--- src/rtl/apb_uart_if.sv ---
// APB3 slave around a compact 8N1 UART with TX/RX FIFOs, baud generator and four byte registers.
// Define APB_UART_IRQ_EN to add the registered irq output.

module apb_uart_fifo #(
    parameter int WIDTH = 8,
    parameter int DEPTH = 16
) (
    input  logic             clk,
    input  logic             rst_n,
    input  logic             push,
    input  logic [WIDTH-1:0] din,
    input  logic             pop,
    output logic [WIDTH-1:0] dout,
    output logic             empty,
    output logic             full
);
    localparam int AW = $clog2(DEPTH);
    localparam logic [AW:0] FULL_CNT = DEPTH[AW:0];

    logic [AW:0]      wr_ptr_q, wr_ptr_d;
    logic [AW:0]      rd_ptr_q, rd_ptr_d;
    logic [AW:0]      count;
    logic             push_ok, pop_ok;
    logic [WIDTH-1:0] mem_q [DEPTH];

    // Pointers carry one extra bit so full and empty stay distinguishable.
    always_comb begin
        count    = wr_ptr_q - rd_ptr_q;
        empty    = (count == '0);
        full     = (count == FULL_CNT);
        push_ok  = push & ~full;
        pop_ok   = pop & ~empty;
        wr_ptr_d = wr_ptr_q + {{AW{1'b0}}, push_ok};
        rd_ptr_d = rd_ptr_q + {{AW{1'b0}}, pop_ok};
        dout     = mem_q[rd_ptr_q[AW-1:0]];
    end

    always_ff @(posedge clk or negedge rst_n) begin
        if (!rst_n) begin
            wr_ptr_q <= '0;
            rd_ptr_q <= '0;
        end else begin
            wr_ptr_q <= wr_ptr_d;
            rd_ptr_q <= rd_ptr_d;
        end
    end

    always_ff @(posedge clk) begin
        if (push_ok) mem_q[wr_ptr_q[AW-1:0]] <= din;
    end
endmodule

module apb_uart_if #(
    parameter int ADDR_WIDTH  = 4,
    parameter int DATA_WIDTH  = 8,
    parameter int WAIT_STATES = 1,
    parameter int FIFO_DEPTH  = 16
) (
    input  logic                  PCLK,
    input  logic                  PRESETn,
    input  logic [ADDR_WIDTH-1:0] PADDR,
    input  logic                  PSELx,
    input  logic                  PENABLE,
    input  logic                  PWRITE,
    input  logic [DATA_WIDTH-1:0] PWDATA,
    input  logic                  rx,
    output logic                  PREADY,
    output logic [DATA_WIDTH-1:0] PRDATA,
    output logic                  PSLVERR,
    output logic                  tx
`ifdef APB_UART_IRQ_EN
    ,
    output logic                  irq
`endif
);
    localparam logic [1:0]            WS     = 2'(WAIT_STATES);
    localparam logic [ADDR_WIDTH-1:0] A_DATA = ADDR_WIDTH'(32'h0);
    localparam logic [ADDR_WIDTH-1:0] A_CTRL = ADDR_WIDTH'(32'h4);
    localparam logic [ADDR_WIDTH-1:0] A_STAT = ADDR_WIDTH'(32'h8);
    localparam logic [ADDR_WIDTH-1:0] A_INT  = ADDR_WIDTH'(32'hC);

    typedef enum logic [1:0] {S_IDLE, S_START, S_DATA, S_STOP} state_t;

    function automatic logic [13:0] baud_div(input logic [1:0] fi, input logic [2:0] bi);
        logic [13:0] d;
        case (fi)
            2'd0:    d = 14'd434;
            2'd1:    d = 14'd217;
            2'd2:    d = 14'd868;
            default: d = 14'd86;
        endcase
        case ({fi, bi})
            {2'd0, 3'd1}: d = 14'd868;
            {2'd0, 3'd2}: d = 14'd1302;
            {2'd0, 3'd3}: d = 14'd2604;
            {2'd0, 3'd4}: d = 14'd5208;
            {2'd1, 3'd1}: d = 14'd434;
            {2'd1, 3'd2}: d = 14'd651;
            {2'd1, 3'd3}: d = 14'd1302;
            {2'd1, 3'd4}: d = 14'd2604;
            {2'd2, 3'd1}: d = 14'd1736;
            {2'd2, 3'd2}: d = 14'd2604;
            {2'd2, 3'd3}: d = 14'd5208;
            {2'd2, 3'd4}: d = 14'd10416;
            {2'd3, 3'd1}: d = 14'd173;
            {2'd3, 3'd2}: d = 14'd260;
            {2'd3, 3'd3}: d = 14'd520;
            {2'd3, 3'd4}: d = 14'd1041;
            default: ;
        endcase
        return d;
    endfunction

    logic [1:0]  wcnt_q, wcnt_d;
    logic [7:0]  ctrl_q, ctrl_d;
    logic [1:0]  int_q, int_d;
    logic        rx_err_q, rx_err_d;
    logic        access, wr_commit, rd_commit;
    logic        sel_data, sel_ctrl, sel_stat, sel_int, mapped;
    logic [7:0]  rdata, stat;
    logic        en, tx_en;

    logic        txf_push, txf_pop, txf_empty, txf_full;
    logic [7:0]  txf_dout;
    logic        rxf_push, rxf_pop, rxf_empty, rxf_full;
    logic [7:0]  rxf_dout;

    state_t      tx_state_q, tx_state_d;
    logic [13:0] tx_cnt_q, tx_cnt_d, tx_div_q, tx_div_d;
    logic [2:0]  tx_bit_q, tx_bit_d;
    logic [7:0]  tx_shift_q, tx_shift_d;
    logic        tx_start, tx_load, tx_bit_end, tx_done_evt, tx_busy;

    state_t      rx_state_q, rx_state_d;
    logic [13:0] rx_cnt_q, rx_cnt_d, rx_div_q, rx_div_d;
    logic [2:0]  rx_bit_q, rx_bit_d;
    logic [7:0]  rx_shift_q, rx_shift_d;
    logic        rx_s1_q, rx_s2_q, rx_prev_q;
    logic        rx_fall, rx_bit_end, rx_half_end, rx_done_evt, rx_busy;

    assign en    = ctrl_q[0];
    assign tx_en = ctrl_q[7];

    // APB access phase, register decode and read mux.
    always_comb begin
        access    = PSELx & PENABLE;
        wcnt_d    = '0;
        if (access) wcnt_d = (wcnt_q == WS) ? wcnt_q : wcnt_q + 2'd1;
        PREADY    = access & (wcnt_q == WS);
        wr_commit = PREADY & PWRITE;
        rd_commit = PREADY & ~PWRITE;
        sel_data  = (PADDR == A_DATA);
        sel_ctrl  = (PADDR == A_CTRL);
        sel_stat  = (PADDR == A_STAT);
        sel_int   = (PADDR == A_INT);
        mapped    = sel_data | sel_ctrl | sel_stat | sel_int;
        stat      = {txf_empty, tx_busy, ~txf_full, txf_full,
                     rx_err_q, rx_busy, ~rxf_empty, rxf_empty};
        rdata     = 8'h00;
        if (sel_data)      rdata = rxf_empty ? 8'h00 : rxf_dout;
        else if (sel_ctrl) rdata = ctrl_q;
        else if (sel_stat) rdata = stat;
        else if (sel_int)  rdata = {6'd0, int_q};
        PRDATA    = PREADY ? DATA_WIDTH'(rdata) : '0;
        PSLVERR   = PREADY & ~mapped;
        txf_push  = wr_commit & sel_data;
        rxf_pop   = rd_commit & sel_data;
        ctrl_d    = (wr_commit & sel_ctrl) ? PWDATA[7:0] : ctrl_q;
        // Set events are ORed in after the clear so a coincident set wins.
        int_d     = (int_q & ~((wr_commit & sel_int) ? PWDATA[1:0] : 2'b00))
                  | {tx_done_evt, rx_done_evt};
    end

    apb_uart_fifo #(.WIDTH(8), .DEPTH(FIFO_DEPTH)) u_txf (
        .clk(PCLK), .rst_n(PRESETn), .push(txf_push), .din(PWDATA[7:0]),
        .pop(txf_pop), .dout(txf_dout), .empty(txf_empty), .full(txf_full)
    );

    apb_uart_fifo #(.WIDTH(8), .DEPTH(FIFO_DEPTH)) u_rxf (
        .clk(PCLK), .rst_n(PRESETn), .push(rxf_push), .din(rx_shift_q),
        .pop(rxf_pop), .dout(rxf_dout), .empty(rxf_empty), .full(rxf_full)
    );

    // TX next state: a new frame may start straight out of STOP for back-to-back bytes.
    always_comb begin
        tx_state_d  = tx_state_q;
        tx_cnt_d    = tx_cnt_q;
        tx_div_d    = tx_div_q;
        tx_bit_d    = tx_bit_q;
        tx_shift_d  = tx_shift_q;
        tx_load     = 1'b0;
        tx_done_evt = 1'b0;
        tx_start    = en & tx_en & ~txf_empty;
        tx_bit_end  = (tx_cnt_q == tx_div_q - 14'd1);
        if (tx_state_q != S_IDLE) tx_cnt_d = tx_bit_end ? '0 : tx_cnt_q + 14'd1;
        case (tx_state_q)
            S_IDLE:  tx_load = tx_start;
            S_START: if (tx_bit_end) begin
                tx_bit_d   = '0;
                tx_state_d = S_DATA;
            end
            S_DATA:  if (tx_bit_end) begin
                tx_shift_d = {1'b0, tx_shift_q[7:1]};
                tx_bit_d   = tx_bit_q + 3'd1;
                if (tx_bit_q == 3'd7) tx_state_d = S_STOP;
            end
            S_STOP:  if (tx_bit_end) begin
                tx_done_evt = 1'b1;
                tx_state_d  = S_IDLE;
                tx_load     = tx_start;
            end
        endcase
        if (tx_load) begin
            tx_shift_d = txf_dout;
            tx_div_d   = baud_div(ctrl_q[3:2], ctrl_q[6:4]);
            tx_cnt_d   = '0;
            tx_state_d = S_START;
        end
        if (!en) tx_state_d = S_IDLE;
        txf_pop = tx_load;
    end

    always_comb begin
        tx_busy = (tx_state_q != S_IDLE);
        case (tx_state_q)
            S_START: tx = 1'b0;
            S_DATA:  tx = tx_shift_q[0];
            default: tx = 1'b1;
        endcase
    end

    // RX next state: centre-sample after a half-bit start check.
    always_comb begin
        rx_state_d  = rx_state_q;
        rx_cnt_d    = rx_cnt_q;
        rx_div_d    = rx_div_q;
        rx_bit_d    = rx_bit_q;
        rx_shift_d  = rx_shift_q;
        rx_err_d    = rx_err_q;
        rxf_push    = 1'b0;
        rx_done_evt = 1'b0;
        rx_fall     = rx_prev_q & ~rx_s2_q;
        rx_bit_end  = (rx_cnt_q == rx_div_q - 14'd1);
        rx_half_end = (rx_cnt_q == (rx_div_q >> 1) - 14'd1);
        if (rx_state_q != S_IDLE) rx_cnt_d = rx_cnt_q + 14'd1;
        case (rx_state_q)
            S_IDLE:  if (rx_fall) begin
                rx_div_d   = baud_div(ctrl_q[3:2], ctrl_q[6:4]);
                rx_cnt_d   = '0;
                rx_state_d = S_START;
            end
            S_START: if (rx_half_end) begin
                rx_cnt_d   = '0;
                rx_bit_d   = '0;
                rx_state_d = rx_s2_q ? S_IDLE : S_DATA;
            end
            S_DATA:  if (rx_bit_end) begin
                rx_cnt_d   = '0;
                rx_shift_d = {rx_s2_q, rx_shift_q[7:1]};
                rx_bit_d   = rx_bit_q + 3'd1;
                if (rx_bit_q == 3'd7) rx_state_d = S_STOP;
            end
            S_STOP:  if (rx_bit_end) begin
                rx_state_d = S_IDLE;
                if (rx_s2_q & ~rxf_full) begin
                    rxf_push    = 1'b1;
                    rx_done_evt = 1'b1;
                    rx_err_d    = 1'b0;
                end else begin
                    rx_err_d    = 1'b1;
                end
            end
        endcase
        if (!en) begin
            rx_state_d  = S_IDLE;
            rxf_push    = 1'b0;
            rx_done_evt = 1'b0;
            rx_err_d    = rx_err_q;
        end
    end

    always_comb begin
        rx_busy = (rx_state_q != S_IDLE);
    end

    always_ff @(posedge PCLK or negedge PRESETn) begin
        if (!PRESETn) begin
            wcnt_q     <= '0;
            ctrl_q     <= '0;
            int_q      <= '0;
            rx_err_q   <= 1'b0;
            tx_state_q <= S_IDLE;
            tx_cnt_q   <= '0;
            tx_div_q   <= '0;
            tx_bit_q   <= '0;
            tx_shift_q <= '0;
            rx_state_q <= S_IDLE;
            rx_cnt_q   <= '0;
            rx_div_q   <= '0;
            rx_bit_q   <= '0;
            rx_shift_q <= '0;
            rx_s1_q    <= 1'b1;
            rx_s2_q    <= 1'b1;
            rx_prev_q  <= 1'b1;
        end else begin
            wcnt_q     <= wcnt_d;
            ctrl_q     <= ctrl_d;
            int_q      <= int_d;
            rx_err_q   <= rx_err_d;
            tx_state_q <= tx_state_d;
            tx_cnt_q   <= tx_cnt_d;
            tx_div_q   <= tx_div_d;
            tx_bit_q   <= tx_bit_d;
            tx_shift_q <= tx_shift_d;
            rx_state_q <= rx_state_d;
            rx_cnt_q   <= rx_cnt_d;
            rx_div_q   <= rx_div_d;
            rx_bit_q   <= rx_bit_d;
            rx_shift_q <= rx_shift_d;
            rx_s1_q    <= rx;
            rx_s2_q    <= rx_s1_q;
            rx_prev_q  <= rx_s2_q;
        end
    end

`ifdef APB_UART_IRQ_EN
    logic irq_q, irq_d;

    always_comb begin
        irq_d = ctrl_q[0] & ctrl_q[1] & (|int_q);
    end

    always_ff @(posedge PCLK or negedge PRESETn) begin
        if (!PRESETn) irq_q <= 1'b0;
        else          irq_q <= irq_d;
    end

    assign irq = irq_q;
`endif
endmodule

--- config.mk ---
export PLATFORM = sky130hd
export DESIGN_NAME = apb_uart_if
export DESIGN_NICKNAME = d
export VERILOG_FILES = /design/src/rtl/apb_uart_if.sv
export SDC_FILE = /design/constraint.sdc
export NUM_CORES = 1
export LEC_CHECK = 0
export CELL_PAD_IN_SITES_DETAIL_PLACEMENT = 2
export CELL_PAD_IN_SITES_GLOBAL_PLACEMENT = 2
export CORE_MARGIN = 5
export CORE_UTILIZATION = 41
export DETAILED_ROUTE_END_ITERATION = 8
export PLACE_DENSITY_LB_ADDON = 0.1
export SLEW_MARGIN = 10
export SYNTH_ARGS = -nofsm -noshare
export SYNTH_HDL_FRONTEND = slang
export SYNTH_SLANG_ARGS = --single-unit
--- constraint.sdc ---
create_clock -name PCLK -period 3.9 [get_ports PCLK]
set_input_delay 0.78 -clock PCLK [delete_from_list [all_inputs] [get_ports PCLK]]
set_output_delay 0.78 -clock PCLK [all_outputs]
set_load 0.01 [all_outputs]
## Word level (Yosys, flattened, before mapping)

Memories as Yosys holds them, arrays and structs flattened.
Index checks and enable logic that the tools add are counted.

- Register bits: 118
- Memory bits (writable): 256
- Input bits: 18
- Output and inout bits: 11
- Logic and storage cells: 198
- Memories kept: 2

Memories:

| name | depth | bits a word | read ports | clocked after memory_dff | write ports | RTL line | text |
|---|---|---|---|---|---|---|---|
| u_rxf.mem_q | 16 | 8 | 1 | 0 | 1 | 24 | `logic [WIDTH-1:0] mem_q [DEPTH];` |
| u_txf.mem_q | 16 | 8 | 1 | 0 | 1 | 24 |  |

- Add/subtract/negate cells: 14
- Eq/ne operators: 50
- Mux-type cells: 57
- Bitwise gates (word level): 30
- Reductions and logical operators: 24

Operators by type and width:

| cell | count |
|---|---|
| $pmux 14 s12 | 1 |
| $mux 14 | 7 |
| $mux 8 | 8 |
| $eq 5x5->1 const B | 10 |
| $eq 14x14->1 | 3 |
| $pmux 14 s3 | 1 |
| $mux 2 | 17 |
| $pmux 10 s3 | 1 |
| $add 14x1->14 const B | 2 |
| $sub 14x1->14 const B | 2 |
| $add 5x1->5 | 4 |
| $eq 5x4->1 const B | 4 |
| $and 1x1->1 | 17 |
| $ne 4x3->1 const B | 4 |
| $ne 3x3->1 const B | 5 |
| $reduce_bool 2->1 | 7 |
| $sub 13x1->14 const B | 1 |
| $mux 1 | 12 |
| $mux 3 | 4 |
| $pmux 3 s2 | 2 |
| $eq 2x2->1 const B | 5 |
| $eq 5x2->1 const B | 2 |
| $logic_not 5->1 | 2 |
| $ne 2x2->1 const B | 5 |
| 25 further kinds | 49 |

## Depth between registers and ports, before layout

Gate-level depths: netlist of the first run.

- Word-level depth: 11
- Mapped depth: 16
- Depth with buffers taken out: 13

## Hierarchy

Synthesis of the first run repeated with hierarchy kept, for this count alone.

- Cells, all modules: 1416
- Area, all modules: 18262.5 um2

Modules (own cells, without submodules):

| module | instances | cells each | area an instance (um2) | seq. area each (um2) |
|---|---|---|---|---|
| apb_uart_fifo | 2 | 323 | 5709.2 | 4093.9 |
| apb_uart_if | 1 | 770 | 6844.1 | 2456.1 |

## Least setup slack after synthesis of the first run

No wires, ideal clock.

- Path type: register to register
- Start point: register u_rxf.rd_ptr_q[1]
- End point: memory u_rxf.mem_q[0][0], enable pin
- Library setup time: 0.383 ns
- Data arrival time: 3.606 ns
- Data required time: 3.517 ns
- Slack: -0.089 ns
- Cell stages (with the launch flop): 14
- Path buffers: 3
- Clock period less this slack: 3.989 ns
- Cell sequence: dfrtp_1 -> clkbuf_1 -> buf_1 -> inv_1 -> ha_1 -> nor2b_1 -> or2_2 -> and3_1 -> o211ai_1 -> o31ai_1 -> or3_1 -> buf_2 -> or3_4 -> nor3_1

- Longest elaborated chain between the ends: 11

Ends and longest elaborated chain:

| element | RTL line | text |
|---|---|---|
| from (decl) | 21 | `logic [AW:0] rd_ptr_q, rd_ptr_d;` |
| from (signal assigned) | 44 | `rd_ptr_q <= rd_ptr_d;` |
| $sub 5x5->5 * | 28 | `count = wr_ptr_q - rd_ptr_q;` |
| $eq 5x5->1 * | 30 | `full = (count == FULL_CNT);` |
| $not 1->1 * | 31, 265 |  |
| $and 1x1->1 | 265 | `if (rx_s2_q & ~rxf_full) begin` |
| $mux 1 | 265 |  |
| $mux 1 | 263 | `S_STOP: if (rx_bit_end) begin` |
| $mux 1 | 246 | `case (rx_state_q)` |
| $mux 1 | 274 | `if (!en) begin` |
| $and 1x1->1 * | 31 | `push_ok = push & ~full;` |
| $mux 1 * | 49 | `if (push_ok) mem_q[wr_ptr_q[AW-1:0]] <= din;` |
| $mux 1 (implied by the code) * | 49 |  |
| to (decl) | 24 |  |

Mark *: on every way between the ends. The rest lies on a longest branch, timed or not.

## Final worst setup path of the first run

- Start point: register u_rxf.rd_ptr_q[1]
- End point: output port PRDATA[6]

- Longest elaborated chain between the ends: 5
- Elaborated cells between the ends (all ways): 6
- Classes of those cells: add/sub: 1; mux: 3; reduce/logical: 1; memory: 1

Ends and longest elaborated chain:

| element | RTL line | text |
|---|---|---|
| $sub 5x5->5 | 28 |  |
| $logic_not 5->1 | 29 | `empty = (count == '0);` |
| $mux 8 * (2 in a row) | 160 | `if (sel_data) rdata = rxf_empty ? 8'h00 : rxf_dout;` |
| $mux 8 * | 164 | `PRDATA = PREADY ? DATA_WIDTH'(rdata) : '0;` |
| to (decl) | 68 | `output logic [DATA_WIDTH-1:0] PRDATA,` |

Marks and branches as above.

==> run metrics, run 1 <==
Pleak=0.00731 uW; GR Util All Layers=0.203; Slew HR=0.466; Post-synth top cells=edfxtp_1 (256), dfrtp_1 (115), nor2_1 (87), mux4_2 (80), nand2_1 (74); cell area after synthesis=0.0177 mm^2; Seq/Total Area, Yosys=0.602; skew final=0.0178 ns; fin cells=1966; HP Class=input port to asynchronous set/reset pin; multiplexer share of the synthesized area=0.141; Unique masters post-synth=77; beginning of the worst register-to-register path=rx_div_q[1]; CTS tree=done; crit start category=flop; pin count of the biggest net entering global routing=60; power share of the combinational group=0.052; Final Critical Period=3.81 ns; max-cap viol count=0; Cells after Synth=1262; number of setup violations in the final report=0; Mapped Nets=1316; die width=218 um; CTS root buf=clkbuf_16; Worst Reg-to-Reg Cells=12; Die Y=218 um; internal reg-to-reg setup slack=0.25 ns; Setup WS post-layout=0.0893 ns; power density over cell area=430 mW/mm^2; simple-gate share of the synthesized area=0.103; number of I/O pins=29; Worst path slowest cell=dfrtp_1; top_reg_cell synth=edfxtp_1; Flop pwr share=0.483; Synth async-reset ratio=0.316; H-tree depth=2; xor-xnor portion of the synthesized cell area=0.0421; Synth top area share=0.435; Final Util=0.483; Internal Pwr Total=6930 uW; core area=0.0429 mm^2; CTS sink cnt=374; Post-Place Cells=1886; first-pass GRT wire length=74500 um; Yosys Warn Count=0; sw power=1970 uW; Sw Ratio=0.221; cell chain of the critical path=inv_2 > ha_4 > nor2b_4 > or2_4 > and3_1 > o211ai_1 > or3_4 > buf_4 > nand3_1 > a21o_1 > a21oi_2 > buf_6; Final Hold Vio Count=0; Tcrit/Tclk final=0.977; worst slew pin tran=0.799 ns; Critical Path AT=3.03 ns; clock slew at reported path FFs=0.06 ns; status=finished, final reports clean; Final ANT Viol Nets=0; DR vias/cell=5.56; clock latency on the worst-skew pair=0.58 ns; count of pins over their slew limit=0; die footprint=0.0474 mm^2; Iteration-0 DRC Markers=653; Total Power=8900 uW; CP Max Fanout=3; Cell Area, Placed=0.0191 mm^2; maximum cell stage delay along the critical path=0.40 ns; Filler cells=4062; design area=0.0207 mm^2; Max Fclk=0.262 GHz; nets=1401; Post-CTS Hold Buffers=0; Routed WL=47100 um; number of flops mapped to enable cells by yosys=256; total CTS buffers=42; mean area per synthesized cell=14.0 um^2; peak supply drop=454 uV; # DRC=0; Max Buffers Root-to-Sink=3; Port Buffers=28; Remaining Overflow, GRT=0; Crit path required time=3.12 ns; Crit Reg-Reg Endpoint=u_rxf.mem_q[10][6]; synthesized flop and latch total=374; critical path type=flop to output port; vias in the first global route=12.3k; part of the power in the clock network=0.465; antenna violations before repair=2; CP Capture Type=output port; Initial Util=0.413; first-pass iteration count of the detailed router=5; count leader, synth=edfxtp_1; Synth Area in Compound Gates=0.0617; Vias=10.9k; main area contributors after synthesis=edfxtp_1 (43%), dfrtp_1 (16%), mux4_2 (10%), mux2_2 (2.6%), ha_1 (2.5%); largest family of logic cells by synthesized area=multiplexers; row cnt=76; Synth area leader=edfxtp_1; DP Wirelength=32900 um; Final GP Congestion=0.763; post-synthesis adder-cell area fraction=0.0255; per-cell routed wire length=23.9 um; layout cells sized above 1=0.242; Place WS=0.0570 ns; area grow syn2layout=17.1%
critical path: cells and delay by family, from the launching register on:
family	cells	cell delay, ns
AO/OA/AOI/OAI	3	0.69
adder cells (fa/ha/maj)	1	0.19
buffers and inverters	3	0.35
flip-flops	1	0.40
AND/OR/NAND/NOR	5	0.81
layout by cell type (no fill, tap or decap), types with 30 or more instances in the layout:
master | netlist | final
nor3_1 | 34 | 30
o21ai_0 | 39 | 37
inv_1 | 35 | 33
nand3_1 | 49 | 49
buf_4 | 1 | 80
edfxtp_1 | 256 | 256
xor2_1 | 40 | 40
xnor2_1 | 45 | 45
mux2_2 | 41 | 41
ha_1 | 36 | 35
mux4_2 | 80 | 80
dfrtp_1 | 115 | 112
clkbuf_16 | 0 | 43
nor2_1 | 87 | 86
a21oi_1 | 33 | 30
nand2_1 | 74 | 74
repair_timing:
action / in CTS / in global routing
endpoints found under the hold margin: 0 / 0
pin swaps: 8 / 10
resized for setup: 46 / 27
endpoints found under the setup margin: 8 / 16
setup buffers: 5 / 0
cells by family after synthesis:
group	after synthesis
buffers and inverters	108
xor gates and xnor gates	85
muxes	143
DFF	374
AOI/OAI and AO/OA	162
and+or+nand+nor	354
adders and majority gates	36
how the worst max path moves through the flow:
stage	slack (ns)	cells past startpoint	end	from
6_report	0.09	12	PRDATA[6]	u_rxf.rd_ptr_q[1]
5_1_grt	-0.007	9	PRDATA[7]	u_txf.wr_ptr_q[1]
4_1_cts	0.002	12	PRDATA[0]	u_rxf.rd_ptr_q[1]
3_5_place_dp	0.06	8	PRDATA[7]	PADDR[1]
3_3_place_gp	0.11	8	PRDATA[7]	PADDR[1]
2_1_floorplan	0.06	13	u_rxf.mem_q[3][0]	u_rxf.rd_ptr_q[1]
layer usage:
metal	share of wire	vias to the layer above	track usage
li1	-	4980	-
met1	0.44	5738	0.272
met2	0.51	153	0.353
met3	0.033	61	0.0271
met4	0.018	0	0.0509
met5	0	-	0
power groups by stage:
| stage | Sequential, uW | Clock, uW | Combinational [uW] |
|---|---|---|---|
| 3_3_place_gp | 4380 | 0 | 449 |
| 6_report | 4300 | 4130 | 467 |
| 4_1_cts | 4300 | 4260 | 473 |
| 3_5_place_dp | 4380 | 0 | 465 |
| 2_1_floorplan | 4350 | 0 | 293 |
| 5_1_grt | 4300 | 4470 | 525 |
flip-flops by register name (all words and copies together) (netlist names), 2 cells and up:
register,count
ctrl_q,8
int_q,2
rx_bit_q,3
rx_cnt_q,14
rx_div_q,14
rx_shift_q,8
rx_state_q,2
tx_bit_q,3
tx_cnt_q,14
tx_div_q,14
tx_shift_q,8
tx_state_q,2
u_rxf.mem_q,128
u_rxf.rd_ptr_q,5
u_rxf.wr_ptr_q,5
u_txf.mem_q,128
u_txf.rd_ptr_q,5
u_txf.wr_ptr_q,5
wcnt_q,2
metrics by stage:
| stage | hold WS (ns) | TNS [ns] |
|---|---|---|
| final | 0.183 | 0 |
| after global routing | 0.223 | -0.00731 |
| after CTS | 0.189 | 0 |
| after detailed placement | 0.355 | 0 |
| after global placement | 0.348 | 0 |
| after floorplan | 0.345 | 0 |
final cells by class:
type	instances	area, um^2	area share
clock inverters	14	250	0.0121
flip-flops and latches	374	10600	0.514
multi-input cells	780	6810	0.329
clock buffers	63	1210	0.0585
diodes	1	2.50	0.000121
inverters	37	139	0.00671
repair buffers	112	922	0.0445
well taps	585	732	0.0353
Power figures use the tool's default switching activity.
==> run 2, diff against run 1 <==
--- a/config.mk
+++ b/config.mk
@@ -7,6 +7,7 @@
 export LEC_CHECK = 0
 export CELL_PAD_IN_SITES_DETAIL_PLACEMENT = 2
 export CELL_PAD_IN_SITES_GLOBAL_PLACEMENT = 2
+export CORE_ASPECT_RATIO = 1.2
 export CORE_MARGIN = 5
 export CORE_UTILIZATION = 41
 export DETAILED_ROUTE_END_ITERATION = 8
==> run metrics, run 2 (synthesized netlist as in run 1, its figures left out) <==
status=finished, final reports clean; Final ANT Viol Nets=0; count of pins over their slew limit=0; Worst path slowest cell=dfrtp_1; Flop pwr share=0.509; DP Wirelength=32800 um; skew final=0.0199 ns; Initial Util=0.413; Setup WS post-layout=0.0438 ns; Max Fclk=0.259 GHz; die width=200 um; highest routed layer=met4; power density over cell area=412 mW/mm^2; peak supply drop=376 uV; Pleak=0.00728 uW; pin count of the biggest net entering global routing=80; critical path type=flop to output port; Die Y=238 um; Tcrit/Tclk final=0.989; Final Util=0.480; GR Util All Layers=0.202; area grow syn2layout=16.0%; CTS tree=done; CTS sink cnt=374; HP Class=input port to asynchronous set/reset pin; number of I/O pins=29; Critical Path AT=3.08 ns; Remaining Overflow, GRT=0; cell chain of the critical path=inv_2 > ha_4 > nor2b_4 > or2_4 > nor3_2 > o211ai_1 > o31ai_2 > inv_1 > buf_6 > a222oi_1 > nor2_1 > buf_2; Place WS=0.0936 ns; maximum cell stage delay along the critical path=0.41 ns; layout cells sized above 1=0.239; Max Buffers Root-to-Sink=3; Total Power=8450 uW; max-cap viol count=0; vias in the first global route=12.4k; RSZ-0062 raised after global routing=true; per-cell routed wire length=24.2 um; Metal-1 WL=19400 um; antenna violations before repair=0; wire length on met3=1580 um; Slew HR=0.464; sw power=1940 uW; worst slew pin tran=0.804 ns; Port Buffers=28; # DRC=0; total CTS buffers=41; most frequent cells in the layout=edfxtp_1 (256), dfrtp_1 (112), buf_4 (88); DR vias/cell=5.62; CP Max Fanout=3; Final GP Congestion=0.773; clock slew at reported path FFs=0.06 ns; first-pass GRT wire length=74000 um; Antenna Cells=0; power share of the combinational group=0.053; H-tree depth=2; Final Critical Period=3.86 ns; row cnt=83; crit start category=flop; part of the power in the clock network=0.437; Final Hold Vio Count=0; Iteration-0 DRC Markers=537; Crit path required time=3.12 ns; CP Capture Type=output port; most common cell after layout, fill and taps aside=edfxtp_1; Sw Ratio=0.229; delay-heaviest family, CP=compound AO/OA/AOI/OAI gates; Internal Pwr Total=6510 uW; Routed WL=46900 um; metal2 WL=25000 um; buffer and inverter count on the worst path=4; clock latency on the worst-skew pair=0.56 ns; first-pass iteration count of the detailed router=4; number of setup violations in the final report=0; nets=1411; Vias=10.9k; die footprint=0.0474 mm^2; core area=0.0428 mm^2; CTS root buf=clkbuf_16
==> run 2: cell count changes in the layout (fill, tap and decap cells not counted), sizes merged <==
cell,change
buf,+10
bufinv,-3
clkbuf,-16
clkdlybuf4s15,+1
clkinv,+11
clkinvlp,+3
diode,-1
dlygate4sd2,+2
inv,+1
==> run 2: metrics by stage <==
| stage | instances | cell area [um^2] | setup TNS, ns | hold WS [ns] |
|---|---|---|---|---|
| after floorplan | 1262 | 17700 | 0 | 0.345 |
| after global placement | 1850 | 19000 | 0 | 0.347 |
| after detailed placement | 1850 | 19000 | 0 | 0.350 |
| after CTS | 1940 | 20400 | -0.0377 | 0.288 |
| after global routing | 1941 | 20500 | -0.153 | 0.302 |
| final | 1941 | 20500 | 0 | 0.244 |
==> run 2: path summary, 6_finish.rpt <==
check                                     endpoint  cells past startpoint  slack [ns]               from
worst max-delay path                     PRDATA[1]                     12        0.04  u_rxf.rd_ptr_q[1]
worst max register to register  u_rxf.mem_q[12][7]                     12        0.21        rx_div_q[1]
min in group PCLK                          rx_s2_q                      0        0.36            rx_s1_q
worst min-delay path                   tx_cnt_q[8]                      1        0.24            PRESETn
max in group asynchronous                  rx_s2_q                      2        2.79            PRESETn
worst min register to register             rx_s2_q                      0        0.36            rx_s1_q
==> run 2: what timing repair did <==
| action | 4_1_cts | 5_1_grt |
|---|---|---|
| resized for setup | 38 | 17 |
| endpoints found under the setup margin | 8 | 8 |
| buffers inserted | 14 | 1 |
| hold buffers | 0 | 0 |
| pin swaps | 7 | 8 |
| cloned | 1 | 0 |
==> run 2: final cells by class <==
type / count / area [um^2]
clock buffer: 49 / 1070
clock inverter: 26 / 191
fill: 4064 / 22300
inverter: 37 / 139
multi-input combinational: 780 / 6750
sequential: 374 / 10600
tap: 552 / 691
timing repair buffer: 123 / 1040
==> run 2: power groups by stage <==
stage               clock (uW)  sequential (uW)  combinational, uW
CTS                       3820             4300                457
floorplan                    0             4350                293
global route              4020             4310                500
detailed placement           0             4380                454
finish                    3690             4300                451
global placement             0             4380                440
==> run 2: per-layer routing <==
metal  GRT usage  up-vias
li1            -     5002
met1       0.253     5714
met2       0.365      142
met3      0.0309       60
met4      0.0490        0
met5           0        -
